==> config.mk <==
export PLATFORM = sky130hd
export DESIGN_NAME = jk_bank_scheduler
export DESIGN_NICKNAME = d
export VERILOG_FILES = /design/src/rtl/jk_ctrl_pkg.sv /design/src/rtl/rr_arbiter.sv /design/src/rtl/jk_bank_scheduler.sv
export SDC_FILE = /design/constraint.sdc
export NUM_CORES = 1
export LEC_CHECK = 0
export ABC_AREA = 1
export CAP_MARGIN = 20
export CORE_MARGIN = 2
export CORE_UTILIZATION = 35
export DETAILED_ROUTE_END_ITERATION = 10
export PLACE_DENSITY_LB_ADDON = 0.1
export RECOVER_POWER = 50
export SYNTH_ARGS = -nofsm -noshare
export SYNTH_HDL_FRONTEND = slang
export SYNTH_SLANG_ARGS = --single-unit
==> constraint.sdc <==
create_clock -name C -period 2 [get_ports C]
set_clock_uncertainty 0.05 [all_clocks]
set_input_delay 0.4 -clock C [delete_from_list [all_inputs] [get_ports C]]
set_output_delay 0.4 -clock C [all_outputs]
set_load 0.01 [all_outputs]
==> src/rtl/jk_ctrl_pkg.sv <==
// Shared encodings and defaults for the JK bank scheduler.
package jk_ctrl_pkg;

    localparam int DEF_N_REQ     = 3;
    localparam int DEF_WIDTH     = 4;
    localparam int DEF_MAX_RETRY = 2;

    typedef enum logic [1:0] {
        OP_HOLD = 2'b00,
        OP_SET  = 2'b01,
        OP_RST  = 2'b10,
        OP_TGL  = 2'b11
    } jk_op_e;

    typedef enum logic [1:0] {
        ST_IDLE  = 2'b00,
        ST_DRIVE = 2'b01,
        ST_CHECK = 2'b10
    } jk_state_e;

    // Per-bit {J,K} pattern for an op; applied only to masked bits.
    function automatic logic [1:0] jk_drive(input jk_op_e op_in);
        logic [1:0] jk;
        case (op_in)
            OP_SET:  jk = 2'b10;
            OP_RST:  jk = 2'b01;
            OP_TGL:  jk = 2'b11;
            default: jk = 2'b00;
        endcase
        return jk;
    endfunction

endpackage

==> src/rtl/rr_arbiter.sv <==
// Round-robin picker: first requester at or above ptr, else lowest below it.
module rr_arbiter #(
    parameter int N_REQ = 3,
    parameter int PTR_W = 2
) (
    input  logic [N_REQ-1:0] req_i,
    input  logic [PTR_W-1:0] ptr_i,
    output logic [N_REQ-1:0] gnt_o
);

    logic found;

    // Two ordered scans give the wrap-around priority starting at ptr.
    always_comb begin
        gnt_o = '0;
        found = 1'b0;
        for (int i = 0; i < N_REQ; i++) begin
            if (!found && req_i[i] && (i >= int'(ptr_i))) begin
                gnt_o[i] = 1'b1;
                found    = 1'b1;
            end
        end
        for (int i = 0; i < N_REQ; i++) begin
            if (!found && req_i[i] && (i < int'(ptr_i))) begin
                gnt_o[i] = 1'b1;
                found    = 1'b1;
            end
        end
    end

endmodule

==> src/rtl/jk_bank_scheduler.sv <==
// Arbitrates requesters onto a shared JK bank, drives J/K for one cycle,
// then verifies the bank feedback and retries failed set/reset ops.
module jk_bank_scheduler
    import jk_ctrl_pkg::*;
#(
    parameter int N_REQ     = DEF_N_REQ,
    parameter int WIDTH     = DEF_WIDTH,
    parameter int MAX_RETRY = DEF_MAX_RETRY
) (
    input  logic                   C,
    input  logic                   RESETn,
    input  logic [N_REQ-1:0]       req,
    input  logic [2*N_REQ-1:0]     op,
    input  logic [WIDTH*N_REQ-1:0] mask,
    input  logic [WIDTH-1:0]       Q,
    output logic [WIDTH-1:0]       J,
    output logic [WIDTH-1:0]       K,
    output logic [N_REQ-1:0]       gnt,
    output logic [N_REQ-1:0]       done,
    output logic                   err
);

    localparam int PW = (N_REQ > 1) ? $clog2(N_REQ) : 1;
    localparam int RW = (MAX_RETRY > 0) ? $clog2(MAX_RETRY + 1) : 1;

    jk_state_e         state_q;
    logic [PW-1:0]     ptr_q, win_idx_q, win_idx, ptr_next;
    logic [N_REQ-1:0]  gnt_q, win;
    jk_op_e            op_q, op_sel;
    logic [WIDTH-1:0]  mask_q, mask_sel, expect_q, expect_sel;
    logic [WIDTH-1:0]  j_q, k_q, j_sel, k_sel, j_retry, k_retry;
    logic [RW-1:0]     retry_q;
    logic [1:0]        drv_sel, drv_retry;
    logic              match, can_retry, finish;

    rr_arbiter #(
        .N_REQ (N_REQ),
        .PTR_W (PW)
    ) u_arb (
        .req_i (req),
        .ptr_i (ptr_q),
        .gnt_o (win)
    );

    // Pull the winner's index, op and mask out of the flat request buses.
    always_comb begin
        win_idx  = '0;
        op_sel   = OP_HOLD;
        mask_sel = '0;
        for (int i = 0; i < N_REQ; i++) begin
            if (win[i]) begin
                win_idx  = PW'(i);
                op_sel   = jk_op_e'(op[2*i +: 2]);
                mask_sel = mask[WIDTH*i +: WIDTH];
            end
        end
    end

    // Expected bank value and J/K patterns for a new grant and for a retry.
    always_comb begin
        expect_sel = Q;
        case (op_sel)
            OP_SET:  expect_sel = Q | mask_sel;
            OP_RST:  expect_sel = Q & ~mask_sel;
            OP_TGL:  expect_sel = Q ^ mask_sel;
            default: expect_sel = Q;
        endcase
        drv_sel   = jk_drive(op_sel);
        j_sel     = {WIDTH{drv_sel[1]}} & mask_sel;
        k_sel     = {WIDTH{drv_sel[0]}} & mask_sel;
        drv_retry = jk_drive(op_q);
        j_retry   = {WIDTH{drv_retry[1]}} & mask_q;
        k_retry   = {WIDTH{drv_retry[0]}} & mask_q;
    end

    assign match     = ((Q ^ expect_q) & mask_q) == '0;
    // Toggle is never retried: a second toggle would undo the first.
    assign can_retry = ((op_q == OP_SET) || (op_q == OP_RST)) && (retry_q < RW'(MAX_RETRY));
    assign finish    = (state_q == ST_CHECK) && (match || !can_retry);
    assign ptr_next  = (win_idx_q == PW'(N_REQ - 1)) ? '0 : win_idx_q + PW'(1);

    assign J    = j_q;
    assign K    = k_q;
    // The grant is visible in the arbitration cycle itself, then held registered.
    assign gnt  = ((state_q == ST_IDLE) && RESETn) ? win : gnt_q;
    assign done = finish ? gnt_q : '0;
    assign err  = finish && !match;

    // Transaction FSM: IDLE arbitrates, DRIVE pulses J/K, CHECK verifies or retries.
    always_ff @(posedge C or negedge RESETn) begin
        if (!RESETn) begin
            state_q   <= ST_IDLE;
            ptr_q     <= '0;
            win_idx_q <= '0;
            gnt_q     <= '0;
            op_q      <= OP_HOLD;
            mask_q    <= '0;
            expect_q  <= '0;
            retry_q   <= '0;
            j_q       <= '0;
            k_q       <= '0;
        end else begin
            case (state_q)
                ST_IDLE: begin
                    j_q <= '0;
                    k_q <= '0;
                    if (req != '0) begin
                        gnt_q     <= win;
                        win_idx_q <= win_idx;
                        op_q      <= op_sel;
                        mask_q    <= mask_sel;
                        expect_q  <= expect_sel;
                        retry_q   <= '0;
                        j_q       <= j_sel;
                        k_q       <= k_sel;
                        state_q   <= ST_DRIVE;
                    end
                end
                ST_DRIVE: begin
                    j_q     <= '0;
                    k_q     <= '0;
                    state_q <= ST_CHECK;
                end
                ST_CHECK: begin
                    if (match || !can_retry) begin
                        gnt_q   <= '0;
                        ptr_q   <= ptr_next;
                        state_q <= ST_IDLE;
                    end else begin
                        retry_q <= retry_q + RW'(1);
                        j_q     <= j_retry;
                        k_q     <= k_retry;
                        state_q <= ST_DRIVE;
                    end
                end
                default: begin
                    gnt_q   <= '0;
                    j_q     <= '0;
                    k_q     <= '0;
                    state_q <= ST_IDLE;
                end
            endcase
        end
    end

endmodule

==> flow_summary.ini <==
[timing]
tightest_slew_ps = 737
maxSlewViolCount = 0
fin_crit_ps = 2240
max_slew_margin_pct = 50.9
fmax_ghz = 0.447
final_hold_viol_count = 0
setup_ws_ps = -238
timing.final.crit_share_pct = 112
grt_setup_unrepaired = yes
setup_viol = 4

[critical_path]
path_cells = or2_4 > nand3_2 > nand4_1 > a31oi_2 > buf_4 > inv_4 > nor2_2 > buf_2
r2r_slack_ps = 80
worstPathArrival_ps = 1790
startpoint_type = flop
worst-path-buf-inv = 3
max_stage_delay_ps = 400
cp.required_ps = 1550
path_max_fanout = 4
worstSetupEndpointType = output port
critPathTopFamily = simple AND/OR/NAND/NOR gates
path_class = flop to output port
cp_slowest_cell = dfrtp_1

[drt]
drt_iter0_drc = 101
viasPerCell = 4.60
wire_per_inst_um = 11.8
drc_errors = 0
final_antenna_net_count = 0
dr_total_vias = 2028
drt-total-wl_mm = 5.20
drtPass1Iterations = 5

[cts]
cts_root_buf = clkbuf_8
cts_made_buffers = 5
clk_pin_slew_worst_paths_ps = 70
cts_buffer_depth = 2
clk-insertion-delay-late_ps = 290
cts.sink_count = 29
cts_hold_buf = 0
cts_tree = yes
htreeDepth = 2

[yosys]
synth_top_family_by_area = simple AND/OR/NAND/NOR gates
ys_warn_count = 0
syn_nets = 306
synthMuxAreaShare_pct = 0.581
ys_seq_elements = 29
synth_compound_area_share_pct = 10.6
synthXorXnorAreaFrac_pct = 0
synth.distinct_cells = 27
synth_adder_area_share_pct = 7.74
netlist_area_um2 = 1940
synth-simple-area-share_pct = 35.3
ys_seq_area_share_pct = 37.4
synth_area_per_cell_um2 = 7.26
synthCells = 267

[grt]
grt_usage_pct = 17.9
grt_pass1_vias = 1912
grt-ovfl-total = 0
grt_max_degree = 30
grt_pass1_wl_mm = 8.58
antenna_found_initial = 0

[floorplan]
fp.dieH_um = 78.4
coreArea_um2 = 5440
num_rows = 27
dieWidth_um = 78.4
start_util_pct = 35.7
dieArea_um2 = 6150
ios = 42

[placement]
dp_slack_ps = -870
dpl.hpwl_mm = 3.96
portBuffers = 41
dp.cells = 420
gp_congestion = 0.756

[worst_hold_path]
hp-class = input pin to async pin

[layout]
final_common_cell = nand2_1
n_antenna_cell = 0
instances_no_fill = 441
syn2layout_area_growth_pct = 59.6
mostFrequentLayoutCells = nand2_1 (82), buf_4 (49), dfrtp_1 (28), clkdlybuf4s50_1 (26), inv_1 (24)
finalNetCount = 407
regArea_um2 = 727
nFillCells = 536
fin_util_pct = 56.9
drive_above_1_share_pct = 37.7
multi_input_area_um2 = 1210

[power]
leakage_nw = 1.59
power_mw = 4.41
peakVddDrop_mv = 0.535
power_density_nw_per_um2 = 1420

[flow_run]
maxCapViolations = 0

[run_status]
violations = setup timing
status = finished, violations left
## through the flow
step	instance area [um2]	hold WS, ps	TNS (ps)
2_1_floorplan	1940	54.4	0
3_3_place_gp	2750	412	-11310
3_5_place_dp	2750	417	-11570
4_1_cts	2880	263	-1120
5_1_grt	3100	457	-1440
6_report	3100	385	-886
## layout make-up
cell class / instances / area share (%)
multi-input combinational: 197 / 39.0
clock inverter: 1 / 0.162
sequential: 29 / 23.5
inverter: 37 / 4.97
clock buffer: 7 / 3.11
timing repair buffer: 98 / 26.4
tap: 72 / 2.91
## where the power goes
group	internal [mW]	switching [mW]	total (mW)
logic	1.35	1.51	2.86
registers	0.848	0.161	1.01
clock network	0.310	0.231	0.541
## timing repair
item	in CTS	in global routing
pin swaps	9	19
setup endpoints to repair	19	14
resized for setup	48	45
buffers inserted	8	7
## layer usage
metal / vias up / global-route usage (%) / wire length, um
met5: - / 0 / 0
met4: 0 / 7.37 / 90
met3: 6 / 3.56 / 258
met2: 54 / 28.9 / 2420
met1: 915 / 23.5 / 2440
li1: 1053 / - / -
## kinds of logic after synthesis
family                   count (synthesis)
multiplexers                             1
adder cells (fa/ha/maj)                 12
buffers and inverters                   41
AO/OA/AOI/OAI                           34
AND/OR/NAND/NOR                        150
flip-flops                              29
## state kept, by name (all words and copies together) (netlist names), 3 cells and up
| signal | flops |
|---|---|
| mask_q | 4 |
| J | 4 |
| K | 4 |
| expect_q | 4 |
| gnt_q | 3 |
## worst reg2reg max path, delay by kind of cell (launching register included)
kind                   cells  cell delay [ps]
AOI/OAI and AO/OA          2              320
buffers and inverters      3              340
and+or+nand+nor            8              690
DFF                        1              410
## worst paths after layout
check                      depth (start not counted)     endpoint         from
setup / recovery                                   8      done[0]  expect_q[2]
max in group asynchronous                          2     ptr_q[1]       RESETn
min in group C                                     2         J[1]         J[1]
hold reg to reg                                    2         J[1]         J[1]
setup reg to reg                                  13  expect_q[3]     ptr_q[1]
hold / removal                                     2    mask_q[1]       RESETn
## cells in the mapped netlist
master / n / area (um2)
inv_4: 2 / 12.5
o21ai_1: 3 / 15.0
a21oi_1: 7 / 35.0
inv_1: 31 / 116
nand3_1: 18 / 90.1
clkinv_1: 1 / 3.75
nor2_2: 1 / 6.26
nand3b_1: 3 / 22.5
o22ai_1: 9 / 56.3
nor2_1: 14 / 52.6
mux2_2: 1 / 11.3
nand2_4: 5 / 56.3
or2_2: 2 / 12.5
dfrtp_1: 29 / 726
o21ai_4: 1 / 16.3
o31ai_1: 1 / 7.51
a31oi_2: 1 / 12.5
ha_1: 12 / 150
inv_2: 3 / 11.3
nor2_4: 1 / 11.3
clkbuf_1: 1 / 3.75
nand2_1: 92 / 345
buf_2: 3 / 15.0
nand4_1: 4 / 25.0
nand2_2: 10 / 62.6
o21ai_0: 11 / 55.1
o21bai_1: 1 / 7.51
(Power assumes the default switching activity.)
